===== src/rtl/multi_timer.sv =====
// Multi-channel periodic timer: each channel counts up to (top << prescaler) and
// raises a sticky interrupt on match. One-shot mode is built only with MULTI_TIMER_ONESHOT_EN.
module multi_timer #(
  parameter int NumChannels    = 4,
  parameter int TopWidth       = 16,
  parameter int PrescalerWidth = 4,
  parameter int CounterWidth   = 32,
  localparam int ChW           = (NumChannels > 1) ? $clog2(NumChannels) : 1
) (
  input  logic                      clk,
  input  logic                      reset,
  input  logic                      cfg_we,
  input  logic [ChW-1:0]            cfg_ch,
  input  logic                      cfg_en,
  input  logic                      cfg_oneshot,
  input  logic [TopWidth-1:0]       cfg_top,
  input  logic [PrescalerWidth-1:0] cfg_prescaler,
  input  logic [NumChannels-1:0]    interrupt_clear,
  output logic [NumChannels-1:0]    interrupt_set,
  output logic                      irq_any,
  output logic [NumChannels-1:0]    overrun,
  output logic [NumChannels-1:0]    active,
  input  logic [ChW-1:0]            rd_ch,
  output logic [CounterWidth-1:0]   rd_count
);

  logic [CounterWidth-1:0] cnt_arr [NumChannels];
  logic [NumChannels-1:0]  irq_q;
  logic [NumChannels-1:0]  ovr_q;
  logic [NumChannels-1:0]  act_q;

  for (genvar i = 0; i < NumChannels; i++) begin : g_ch
    logic [TopWidth-1:0]       top_q;
    logic [PrescalerWidth-1:0] pre_q;
    logic [CounterWidth-1:0]   cnt_q;
    logic [CounterWidth-1:0]   match;
    logic                      act_r;
    logic                      irq_r;
    logic                      ovr_r;
    logic                      wr_hit;
    logic                      hit;
`ifdef MULTI_TIMER_ONESHOT_EN
    logic                      oneshot_q;
`endif

    // Out-of-range cfg_ch never equals a valid channel index, so such writes fall through.
    assign wr_hit = cfg_we && (cfg_ch == ChW'(i));
    assign match  = CounterWidth'(top_q) << pre_q;
    assign hit    = act_r && (cnt_q == match);

    always_ff @(posedge clk or negedge reset) begin
      if (!reset) begin
        top_q <= '0;
        pre_q <= '0;
`ifdef MULTI_TIMER_ONESHOT_EN
        oneshot_q <= 1'b0;
`endif
      end else if (wr_hit) begin
        top_q <= cfg_top;
        pre_q <= cfg_prescaler;
`ifdef MULTI_TIMER_ONESHOT_EN
        oneshot_q <= cfg_oneshot;
`endif
      end
    end

    always_ff @(posedge clk or negedge reset) begin
      if (!reset) begin
        cnt_q <= '0;
        act_r <= 1'b0;
      end else if (wr_hit) begin
        cnt_q <= '0;
        act_r <= cfg_en;
      end else if (hit) begin
        cnt_q <= '0;
`ifdef MULTI_TIMER_ONESHOT_EN
        if (oneshot_q) act_r <= 1'b0;
`endif
      end else if (act_r) begin
        cnt_q <= cnt_q + CounterWidth'(1);
      end else begin
        cnt_q <= '0;
      end
    end

    // A match beats a same-cycle clear; a config write suppresses the match but still honours clear.
    always_ff @(posedge clk or negedge reset) begin
      if (!reset) begin
        irq_r <= 1'b0;
        ovr_r <= 1'b0;
      end else if (hit && !wr_hit) begin
        irq_r <= 1'b1;
        ovr_r <= irq_r | (ovr_r & ~interrupt_clear[i]);
      end else begin
        irq_r <= irq_r & ~interrupt_clear[i];
        ovr_r <= ovr_r & ~interrupt_clear[i];
      end
    end

    assign cnt_arr[i] = cnt_q;
    assign act_q[i]   = act_r;
    assign irq_q[i]   = irq_r;
    assign ovr_q[i]   = ovr_r;
  end

`ifndef MULTI_TIMER_ONESHOT_EN
  logic unused_cfg_oneshot;
  assign unused_cfg_oneshot = cfg_oneshot;
`endif

  assign interrupt_set = irq_q;
  assign overrun       = ovr_q;
  assign active        = act_q;
  assign irq_any       = |irq_q;

  always_comb begin
    rd_count = '0;
    for (int i = 0; i < NumChannels; i++) begin
      if (rd_ch == ChW'(i)) rd_count = cnt_arr[i];
    end
  end

endmodule


===== config.mk =====
export PLATFORM = sky130hd
export DESIGN_NAME = multi_timer
export DESIGN_NICKNAME = d
export VERILOG_FILES = /design/src/rtl/multi_timer.sv
export SDC_FILE = /design/constraint.sdc
export NUM_CORES = 1
export LEC_CHECK = 0
export BUFFER_PORTS_ARGS = -buffer_cell sky130_fd_sc_hd__buf_2
export CAP_MARGIN = 5
export CELL_PAD_IN_SITES_DETAIL_PLACEMENT = 0
export CELL_PAD_IN_SITES_GLOBAL_PLACEMENT = 2
export CORE_MARGIN = 4
export CORE_UTILIZATION = 41
export DETAILED_ROUTE_END_ITERATION = 10
export HOLD_SLACK_MARGIN = 0.06
export PLACE_DENSITY_LB_ADDON = 0.2
export SETUP_SLACK_MARGIN = 0.05
export SLEW_MARGIN = 5
export SYNTH_ARGS = -nofsm -noshare
export SYNTH_HDL_FRONTEND = slang
export SYNTH_SLANG_ARGS = --single-unit
export TNS_END_PERCENT = 30

===== constraint.sdc =====
create_clock -name clk -period 4.1 [get_ports clk]
set_input_delay 0.615 -clock clk [delete_from_list [all_inputs] [get_ports clk]]
set_output_delay 0.615 -clock clk [all_outputs]
set_load 0.01 [all_outputs]

==> impl_metrics.env, run 1 <==
export IMPL_status="finished clean"
export IMPL_antenna_found_initial=8
export IMPL_grt_usage_pct=28.9
export IMPL_yosys_area_top_type="dfrtp_1"
export IMPL_clock_skew_ns=0.0280
export IMPL_vias=15900
export IMPL_finalNetCount=1944
export IMPL_powerDensity_nw_per_um2=447
export IMPL_initial_utilization_pct=41.5
export IMPL_htree_num_levels=1
export IMPL_slew_headroom_pct=25.2
export IMPL_first_pass_iters=5
export IMPL_drv_slew=0
export IMPL_hp_start="interrupt_clear[1]"
export IMPL_syn_instance_count=1914
export IMPL_yosysMostFrequentCell="dfrtp_1"
export IMPL_ys_flop_type="dfrtp_1"
export IMPL_cts_max_path_buffers=3
export IMPL_design_area_sq_um=20300
export IMPL_worstPathMaxFanout=20
export IMPL_fmax_ghz=0.268
export IMPL_grt_pass1_wl_mm=104
export IMPL_drv_cap=0
export IMPL_synthTopCellsByArea="dfrtp_1 (30%), mux4_2 (13%), mux2_2 (7.6%)"
export IMPL_die_x_um=220
export IMPL_ys_seq_elements=220
export IMPL_n_antenna_cell=0
export IMPL_path_class="reg -> reg"
export IMPL_netlist_area_leader_share_pct=30.0
export IMPL_globalRouteOverflowTotal=0
export IMPL_worst_pin_slew_ns=1.12
export IMPL_globalplace_congestion=0.917
export IMPL_synth_yosys_seq_area_share_pct=30.0
export IMPL_dr_first_iter_drc_count=1684
export IMPL_synth_enable_flop_cells=0
export IMPL_grt_max_degree=85
export IMPL_critPathCaptureType="register"
export IMPL_die_height_um=220
export IMPL_rsz0062_at_grt="no"
export IMPL_hold_path_depth=2
export IMPL_port_buffers=76
export IMPL_netlist_area_sq_um=18400
export IMPL_finalCriticalPeriod_ns=3.72
export IMPL_synth_warnings=0
export IMPL_ant_nets=0
export IMPL_arrival_ns=4.19
export IMPL_cts_sink_count=220
export IMPL_wirelength_mm=69.9
export IMPL_cts_tree="yes"
export IMPL_cts_buffers=28
export IMPL_cts_root_buf="clkbuf_16"
export IMPL_rows=77
export IMPL_crit_required_ns=4.57
export IMPL_synthesis_nets=1951
export IMPL_rr_worst_depth=8
export IMPL_drive_above_1_share_pct=23.2
export IMPL_clock_latency_ns=0.58
export IMPL_core_sq_um=44200
export IMPL_hold_path_class="in -> reg"
export IMPL_io_pins=78
export IMPL_reg2reg_from="g_ch[1].pre_q[1]"
export IMPL_crit_start="g_ch[1].pre_q[1]"
export IMPL_startpoint_type="register"
export IMPL_syn_to_final_growth_pct=10.5
export IMPL_p_leak_nw=8.07
export IMPL_grt_pass1_vias=15400
export IMPL_remaining_drc_errors=0
export IMPL_post_route_period_util_pct=90.9
export IMPL_synth_top_cells_by_count="dfrtp_1 (220), nor2_1 (158), nand2_1 (131), mux2_2 (124), mux2i_1 (109)"
export IMPL_viasPerCell=6.30
export IMPL_setup_viol_count_final=0
export IMPL_postSynth_asyncResetShare_pct=100
export IMPL_clk_pin_slew_worst_paths_ns=0.06
export IMPL_dpl_hpwl_mm=52.6
export IMPL_placed_area_sq_um=19300
export IMPL_dieArea_sq_um=48300
export IMPL_syn_avg_cell_area_sq_um=9.60
export IMPL_post_drt_wl_per_cell_um=27.7
export IMPL_tns_ns=0
export IMPL_hold_viol_final=0
export IMPL_synth_cell_type_count=85
export IMPL_vdd_drop_max_mv=0.381
## through the flow
step | cells | total power [mW] | util (%) | hold slack, ns | setup WS (ns)
after floorplan | 1914 | 5.39 | - | 0.319 | 1.07
after global placement | 2462 | 6.45 | 43.6 | 0.471 | 0.347
after detailed placement | 2462 | 6.47 | 43.6 | 0.474 | 0.256
after CTS | 2515 | 9.06 | 45.8 | 0.210 | 0.220
after global routing | 2521 | 9.55 | 45.9 | 0.239 | 0.155
final | 2521 | 9.08 | 45.9 | 0.243 | 0.375
## routing by layer
| metal | global-route usage (%) | share of wire [%] | vias up |
|---|---|---|---|
| li1 | - | - | 7055 |
| met1 | 39.9 | 42 | 8013 |
| met2 | 46.0 | 46 | 667 |
| met3 | 4.29 | 7.5 | 132 |
| met4 | 11.3 | 5.0 | 4 |
| met5 | 0 | 0.034 | - |
## worst paths after layout
| kind | slack (ns) | endpoint |
|---|---|---|
| min in group asynchronous | 0.64 | g_ch[1].top_q[7] |
| worst min-delay path | 0.24 | g_ch[1].irq_r |
| worst max-delay path | 0.38 | g_ch[1].ovr_r |
| worst min register to register | 0.48 | g_ch[0].ovr_r |
| max in group asynchronous | 2.60 | g_ch[0].cnt_q[1] |
| worst max register to register | 0.38 | g_ch[1].ovr_r |
## cell usage in the layout, fill, tap and decap left out, types with 11 or more instances in the layout
cell / Yosys / routed
a21oi_1: 45 / 45
and2_1: 17 / 17
and3_1: 34 / 34
buf_2: 36 / 75
buf_4: 17 / 64
clkbuf_16: 0 / 29
dfrtp_1: 220 / 215
inv_1: 45 / 45
mux2_2: 124 / 124
mux2i_1: 109 / 109
mux4_2: 104 / 104
nand2_1: 131 / 131
nand2b_1: 23 / 23
nand3_1: 72 / 72
nand4_1: 28 / 28
nor2_1: 158 / 158
nor2b_1: 21 / 21
nor3_1: 89 / 89
nor4_1: 16 / 16
o21ai_0: 50 / 50
o22ai_1: 13 / 13
or3_1: 11 / 11
xnor2_1: 103 / 103
xor2_1: 92 / 92
## kinds of logic after synthesis
logic type | count (synthesis) | synth area share (%)
xor+xnor | 195 | 9.30
flops | 220 | 30.0
simple gates | 665 | 18.3
mux | 338 | 26.4
fa+ha+maj | 4 | 0.272
compound gates | 261 | 10.3
buf+inv | 231 | 5.48
## report_power, final
group | total, mW | leakage [nW] | internal, mW | switching [mW]
clock | 2.56 | 0.470 | 1.56 | 1.00
sequential | 2.86 | 2.89 | 2.34 | 0.521
combinational | 3.66 | 4.72 | 1.74 | 1.92
total | 9.08 | 8.07 | 5.63 | 3.44
## registers in the layout, indices dropped and copies added (netlist names)
signal and flops:
g_ch.pre_q 16, g_ch.act_r 4, g_ch.irq_r 4, g_ch.cnt_q 128
g_ch.top_q 64, g_ch.ovr_r 4
## what timing repair did
| action | CTS | global route |
|---|---|---|
| hold buffers | 1 | 0 |
| endpoints found under the hold margin | 16 | 0 |
| gates resized for setup | 0 | 1 |
| buffers inserted | 0 | 6 |
| setup endpoints to repair | 0 | 2 |
## critical path, cell delays in order, from the launching register on
cell	delay (ns)
dfrtp_1	0.83
inv_1	0.53
mux4_2	0.44
nor2_1	0.06
o221ai_1	0.21
o21ai_0	0.13
or4_1	0.60
or3_1	0.46
o32ai_1	0.34
## final cells by class
type | instances | area (sq um)
flip-flops and latches | 220 | 5510
clock inverters | 9 | 100
multi-input cells | 1463 | 11900
repair buffers | 148 | 1020
well taps | 592 | 741
clock buffers | 43 | 858
fillers | 4274 | 23900
inverters | 46 | 173
No activity file was read; power rests on OpenSTA's default activity.
==> inputs of run 2 (changes only) <==
==> constraint.sdc (replaced) <==
create_clock -name clk -period 3.8 [get_ports clk]
set_input_delay 0.57 -clock clk [delete_from_list [all_inputs] [get_ports clk]]
set_output_delay 0.57 -clock clk [all_outputs]
set_load 0.01 [all_outputs]
==> run 2 against run 1 <==
Cell area increased by 0.64%. Routed wire length increased by 1.3%. Die area unchanged. Final cell count increased by 0.63%. Sequential power increased by 6%. Power increased by 8.4%. Hold slack got worse by 0.036 ns. Sequential share of layout area decreased by 0.16 points. Non-clock buffer count increased by 19. Critical path type unchanged.
==> impl_metrics.env, run 2 (synthesized netlist as in run 1, its figures left out) <==
export IMPL_status="finished clean"
export IMPL_drv_cap=0
export IMPL_grt_usage_pct=29.2
export IMPL_startpoint_type="register"
export IMPL_cts_root_buf="clkbuf_16"
export IMPL_dieArea_sq_um=48300
export IMPL_hold_path_depth=2
export IMPL_post_route_period_util_pct=92.3
export IMPL_fmax_ghz=0.285
export IMPL_wirelength_mm=70.9
export IMPL_drv_slew=0
export IMPL_die_height_um=220
export IMPL_die_x_um=220
export IMPL_layout_common_cells="dfrtp_1 (215), nor2_1 (158), nand2_1 (131)"
export IMPL_reg2reg_from="g_ch[1].pre_q[0]"
export IMPL_dpl_hpwl_mm=53.8
export IMPL_rsz0062_at_grt="yes"
export IMPL_globalplace_congestion=0.960
export IMPL_htree_num_levels=1
export IMPL_largest_register="g_ch.cnt_q"
export IMPL_grt_pass1_wl_mm=105
export IMPL_post_cts_buffers=0
export IMPL_path_class="reg -> reg"
export IMPL_register_area_sq_um=5520
export IMPL_multi_input_comb_area_sq_um=11900
export IMPL_grt_pass1_vias=15300
export IMPL_slew_headroom_pct=44.6
export IMPL_whs_endpoint="g_ch[1].ovr_r"
export IMPL_reg2reg_slack_ns=0.29
export IMPL_r2r_end="g_ch[1].ovr_r"
export IMPL_syn_to_final_growth_pct=11.2
export IMPL_drive_above_1_share_pct=23.8
export IMPL_rr_worst_depth=9
export IMPL_crit_required_ns=4.26
export IMPL_n_fill_cell=4218
export IMPL_hold_path_class="in -> reg"
export IMPL_finalCriticalPeriod_ns=3.51
export IMPL_clock_skew_ns=0.0162
export IMPL_post_drt_wl_per_cell_um=27.9
export IMPL_setup_viol_count_final=0
export IMPL_cts_sink_count=220
export IMPL_ant_nets=0
export IMPL_hold_viol_final=0
export IMPL_utilization_pct=46.2
export IMPL_worst_pin_slew_ns=0.829
export IMPL_core_sq_um=44200
export IMPL_vias=15900
export IMPL_largest_reg_flops=128
export IMPL_worstPathMaxFanout=14
export IMPL_tns_ns=0
export IMPL_finalNetCount=1962
export IMPL_cts_buffers=27
export IMPL_io_pins=78
export IMPL_grt_max_degree=88
export IMPL_clk_pin_slew_worst_paths_ns=0.06
export IMPL_first_pass_iters=7
export IMPL_arrival_ns=3.97
export IMPL_port_buffers=76
export IMPL_vdd_drop_max_mv=0.349
export IMPL_globalRouteOverflowTotal=0
export IMPL_antenna_found_initial=5
export IMPL_viasPerCell=6.25
export IMPL_hp_start="interrupt_clear[1]"
export IMPL_cts_max_path_buffers=3
export IMPL_rows=77
export IMPL_p_leak_nw=8.16
export IMPL_dr_first_iter_drc_count=1499
export IMPL_timing_hold_ws_ns=0.207
export IMPL_largestRegisters="g_ch.cnt_q: 128 flops, g_ch.top_q: 64 flops, g_ch.pre_q: 16 flops"
export IMPL_powerDensity_nw_per_um2=481
export IMPL_clock_latency_ns=0.57
export IMPL_critPathCaptureType="register"
export IMPL_layout_commonest_cell="dfrtp_1"
export IMPL_cts_tree="yes"
export IMPL_initial_utilization_pct=41.5
export IMPL_remaining_drc_errors=0
## run 2: how the worst max path moves through the flow
stage	startpoint	end	cells after the start
6_report	g_ch[1].pre_q[0]	g_ch[1].ovr_r	9
4_1_cts	g_ch[1].pre_q[0]	g_ch[1].ovr_r	9
5_1_grt	g_ch[1].pre_q[0]	g_ch[1].ovr_r	9
2_1_floorplan	g_ch[3].pre_q[0]	g_ch[3].ovr_r	11
3_5_place_dp	g_ch[1].pre_q[0]	g_ch[1].ovr_r	9
3_3_place_gp	g_ch[3].pre_q[0]	g_ch[3].ovr_r	9
## run 2: cell type report
cell class | count | area share, %
clock buffer | 40 | 3.84
tap | 592 | 3.62
timing repair buffer | 167 | 5.76
antenna | 1 | 0.0122
clock inverter | 8 | 0.704
sequential | 220 | 27.0
multi-input combinational | 1463 | 58.2
inverter | 46 | 0.845
## run 2: power by group
| part | internal (mW) | switching [mW] | total [mW] | leakage (nW) |
|---|---|---|---|---|
| logic | 1.92 | 2.15 | 4.07 | 4.81 |
| clock network | 1.69 | 1.05 | 2.74 | 0.457 |
| registers | 2.52 | 0.509 | 3.03 | 2.89 |
| total | 6.13 | 3.71 | 9.84 | 8.16 |
## run 2: critical path, stage by stage, from the launching register on
cell       delay (ns)
dfrtp_4          0.58
buf_4            0.24
or3b_2           0.52
o21ai_0          0.18
o2111ai_1        0.15
a2111oi_0        0.40
nor4bb_1         0.35
nand4_1          0.16
or3_1            0.52
o32ai_1          0.31
## run 2: repair_timing
item / CTS / global route
hold endpoints to repair: 82 / 0
setup endpoints to repair: 0 / 25
hold buffers: 1 / 0
gates resized for setup: 0 / 2
## run 2: layer usage
| layer | part of all wire [%] | routed length, um | vias up | GRT usage, % |
|---|---|---|---|---|
| met5 | 0 | 0 | - | 0 |
| met2 | 47 | 33100 | 622 | 47.4 |
| li1 | - | - | 7077 | - |
| met4 | 4.6 | 3260 | 0 | 11.4 |
| met1 | 42 | 29700 | 8049 | 39.4 |
| met3 | 6.8 | 4820 | 118 | 4.27 |
## run 2: per-stage QoR
stage	area, sq um	cells	setup WS (ns)	total power [mW]
2_1_floorplan	18400	1914	0.775	5.82
3_3_place_gp	19500	2487	0.252	7.05
3_5_place_dp	19500	2487	0.224	7.07
4_1_cts	20400	2536	0.218	9.84
5_1_grt	20400	2536	0.0351	10.3
6_report	20400	2537	0.291	9.84
==> inputs of run 3 (changes only) <==
--- a/config.mk
+++ b/config.mk
@@ -9,7 +9,7 @@
 export CAP_MARGIN = 5
 export CELL_PAD_IN_SITES_DETAIL_PLACEMENT = 0
 export CELL_PAD_IN_SITES_GLOBAL_PLACEMENT = 2
-export CORE_MARGIN = 4
+export CORE_MARGIN = 10
 export CORE_UTILIZATION = 41
 export DETAILED_ROUTE_END_ITERATION = 10
 export HOLD_SLACK_MARGIN = 0.06
==> constraint.sdc (replaced) <==
create_clock -name clk -period 3.8 [get_ports clk]
set_input_delay 0.38 -clock clk [delete_from_list [all_inputs] [get_ports clk]]
set_output_delay 0.38 -clock clk [all_outputs]
set_load 0.01 [all_outputs]
==> run 3 against run 2 <==
Routed wire length rose by 0.72%. Global-route usage fell by 3.0 points. Maximum frequency is 1.6% lower. Cell area fell by 0.21%. Clock skew is 0.0026 ns lower. Sequential share of layout area is essentially flat. Flip-flop and latch count did not move. Critical path depth increased by 1. Non-clock buffer count is 5 lower. Critical path type unchanged. Critical endpoint unchanged. Highest routed layer is now met5.
==> impl_metrics.env, run 3 (synthesized netlist as in run 1, its figures left out) <==
export IMPL_io_pins=78
export IMPL_r2r_end="g_ch[1].ovr_r"
export IMPL_grt_usage_pct=26.2
export IMPL_p_leak_nw=8.13
export IMPL_placed_area_sq_um=19400
export IMPL_largest_register="g_ch.cnt_q"
export IMPL_rows=77
export IMPL_rsz0062_at_grt="yes"
export IMPL_startpoint_type="register"
export IMPL_arrival_ns=4.04
export IMPL_n_fill_cell=4246
export IMPL_clock_latency_ns=0.58
export IMPL_grt_max_degree=88
export IMPL_largest_reg_flops=128
export IMPL_hold_path_depth=3
export IMPL_cts_tree="yes"
export IMPL_globalplace_congestion=0.960
export IMPL_clock_skew_ns=0.0135
export IMPL_cts_max_path_buffers=3
export IMPL_largestRegisters="g_ch.cnt_q: 128 flops, g_ch.top_q: 64 flops, g_ch.pre_q: 16 flops"
export IMPL_worst_pin_slew_ns=1.16
export IMPL_first_pass_iters=6
export IMPL_crit_required_ns=4.28
export IMPL_dieArea_sq_um=53700
export IMPL_rr_worst_depth=10
export IMPL_ant_nets=0
export IMPL_htree_num_levels=1
export IMPL_powerDensity_nw_per_um2=480
export IMPL_setup_viol_count_final=0
export IMPL_core_sq_um=44200
export IMPL_slew_headroom_pct=22.5
export IMPL_clk_pin_slew_worst_paths_ns=0.06
export IMPL_layout_commonest_cell="dfrtp_1"
export IMPL_n_antenna_cell=0
export IMPL_drv_slew=0
export IMPL_status="finished clean"
export IMPL_path_class="reg -> reg"
export IMPL_viasPerCell=6.30
export IMPL_hold_path_class="in -> reg"
export IMPL_reg2reg_from="g_ch[1].pre_q[0]"
export IMPL_vias=16000
export IMPL_fmax_ghz=0.280
export IMPL_syn_to_final_growth_pct=11.0
export IMPL_hp_start="interrupt_clear[0]"
export IMPL_vdd_drop_max_mv=0.376
export IMPL_die_height_um=232
export IMPL_cts_sink_count=220
export IMPL_dpl_hpwl_mm=54.3
export IMPL_dr_first_iter_drc_count=1900
export IMPL_design_area_sq_um=20400
export IMPL_worstPathMaxFanout=15
export IMPL_hold_viol_final=0
export IMPL_port_buffers=76
export IMPL_finalCriticalPeriod_ns=3.57
export IMPL_remaining_drc_errors=0
export IMPL_whs_endpoint="g_ch[0].ovr_r"
export IMPL_initial_utilization_pct=41.5
export IMPL_cts_buffers=28
export IMPL_drv_cap=0
export IMPL_critPathCaptureType="register"
export IMPL_antenna_found_initial=10
export IMPL_grt_pass1_wl_mm=106
export IMPL_post_drt_wl_per_cell_um=28.2
export IMPL_wirelength_mm=71.4
export IMPL_drive_above_1_share_pct=23.6
export IMPL_reg2reg_slack_ns=0.23
export IMPL_post_route_period_util_pct=93.8
export IMPL_globalRouteOverflowTotal=0
export IMPL_grt_pass1_vias=15100
export IMPL_finalNetCount=1958
export IMPL_layout_common_cells="dfrtp_1 (215), nor2_1 (158), nand2_1 (131)"
export IMPL_cts_root_buf="clkbuf_16"
export IMPL_die_x_um=232
export IMPL_tns_ns=0
[run 3: cell types whose count changed in the layout (fill, tap and decap cells not counted), moves of 2 or more]
cell	change
buf_4	-6
bufinv_16	-2
clkinv_2	+2
dlygate4sd3_1	+2
[run 3: critical path: stages, from the launching register on]
cell and delay [ns]:
dfrtp_2 0.60, buf_4 0.24, buf_4 0.19, mux2i_1 0.40, a2bb2oi_1 0.32, xnor2_1 0.10
a22oi_1 0.15, nand4_1 0.12, or4_1 0.58, or3_1 0.45, o32ai_1 0.30
[run 3: metrics by stage]
stage / utilization [%] / instances / setup WS, ns / hold slack [ns] / total power [mW]
floorplan: - / 1914 / 0.775 / 0.0844 / 5.82
global placement: 43.9 / 2480 / 0.261 / 0.424 / 7.02
detailed placement: 43.9 / 2480 / 0.239 / 0.431 / 7.04
CTS: 46.1 / 2535 / 0.214 / 0.0809 / 9.78
global route: 46.1 / 2535 / 0.0499 / 0.0892 / 10.3
finish: 46.1 / 2535 / 0.235 / 0.101 / 9.80
[run 3: how the worst max path moves through the flow]
stage	startpoint	to	depth (start not counted)
after floorplan	g_ch[3].pre_q[0]	g_ch[3].ovr_r	11
after global placement	g_ch[3].pre_q[0]	g_ch[3].ovr_r	9
after detailed placement	g_ch[1].pre_q[0]	g_ch[1].ovr_r	8
after CTS	g_ch[3].pre_q[0]	g_ch[3].ovr_r	9
after global routing	g_ch[0].pre_q[0]	g_ch[0].ovr_r	9
final	g_ch[1].pre_q[0]	g_ch[1].ovr_r	10
[run 3: what timing repair did]
item                                    in CTS  in global routing
gates resized for setup                      0                  3
endpoints found under the setup margin       0                 11
setup buffers                                0                  0
hold endpoints to repair                    87                  0
hold buffers                                 3                  0
[run 3: power by group]
group	switching, mW	total (mW)	internal (mW)
Clock	1.10	2.71	1.61
Sequential	0.529	3.05	2.52
Combinational	2.14	4.03	1.89
[run 3: metal layers]
| layer | up-vias | GRT usage [%] | wire length [um] |
|---|---|---|---|
| li1 | 7084 | - | - |
| met1 | 8132 | 35.0 | 30100 |
| met2 | 637 | 42.1 | 33400 |
| met3 | 107 | 5.11 | 5540 |
| met4 | 2 | 8.15 | 2350 |
| met5 | - | 0 | 13 |
[run 3: final cells by class]
type	count	area (sq um)	area share [%]
Timing Repair Buffer	162	1130	5.55
Inverter	46	173	0.847
Clock buffer	42	813	3.99
Clock inverter	10	118	0.577
Tap cell	592	741	3.63
Sequential cell	220	5510	27.0
Multi-Input combinational cell	1463	11900	58.4
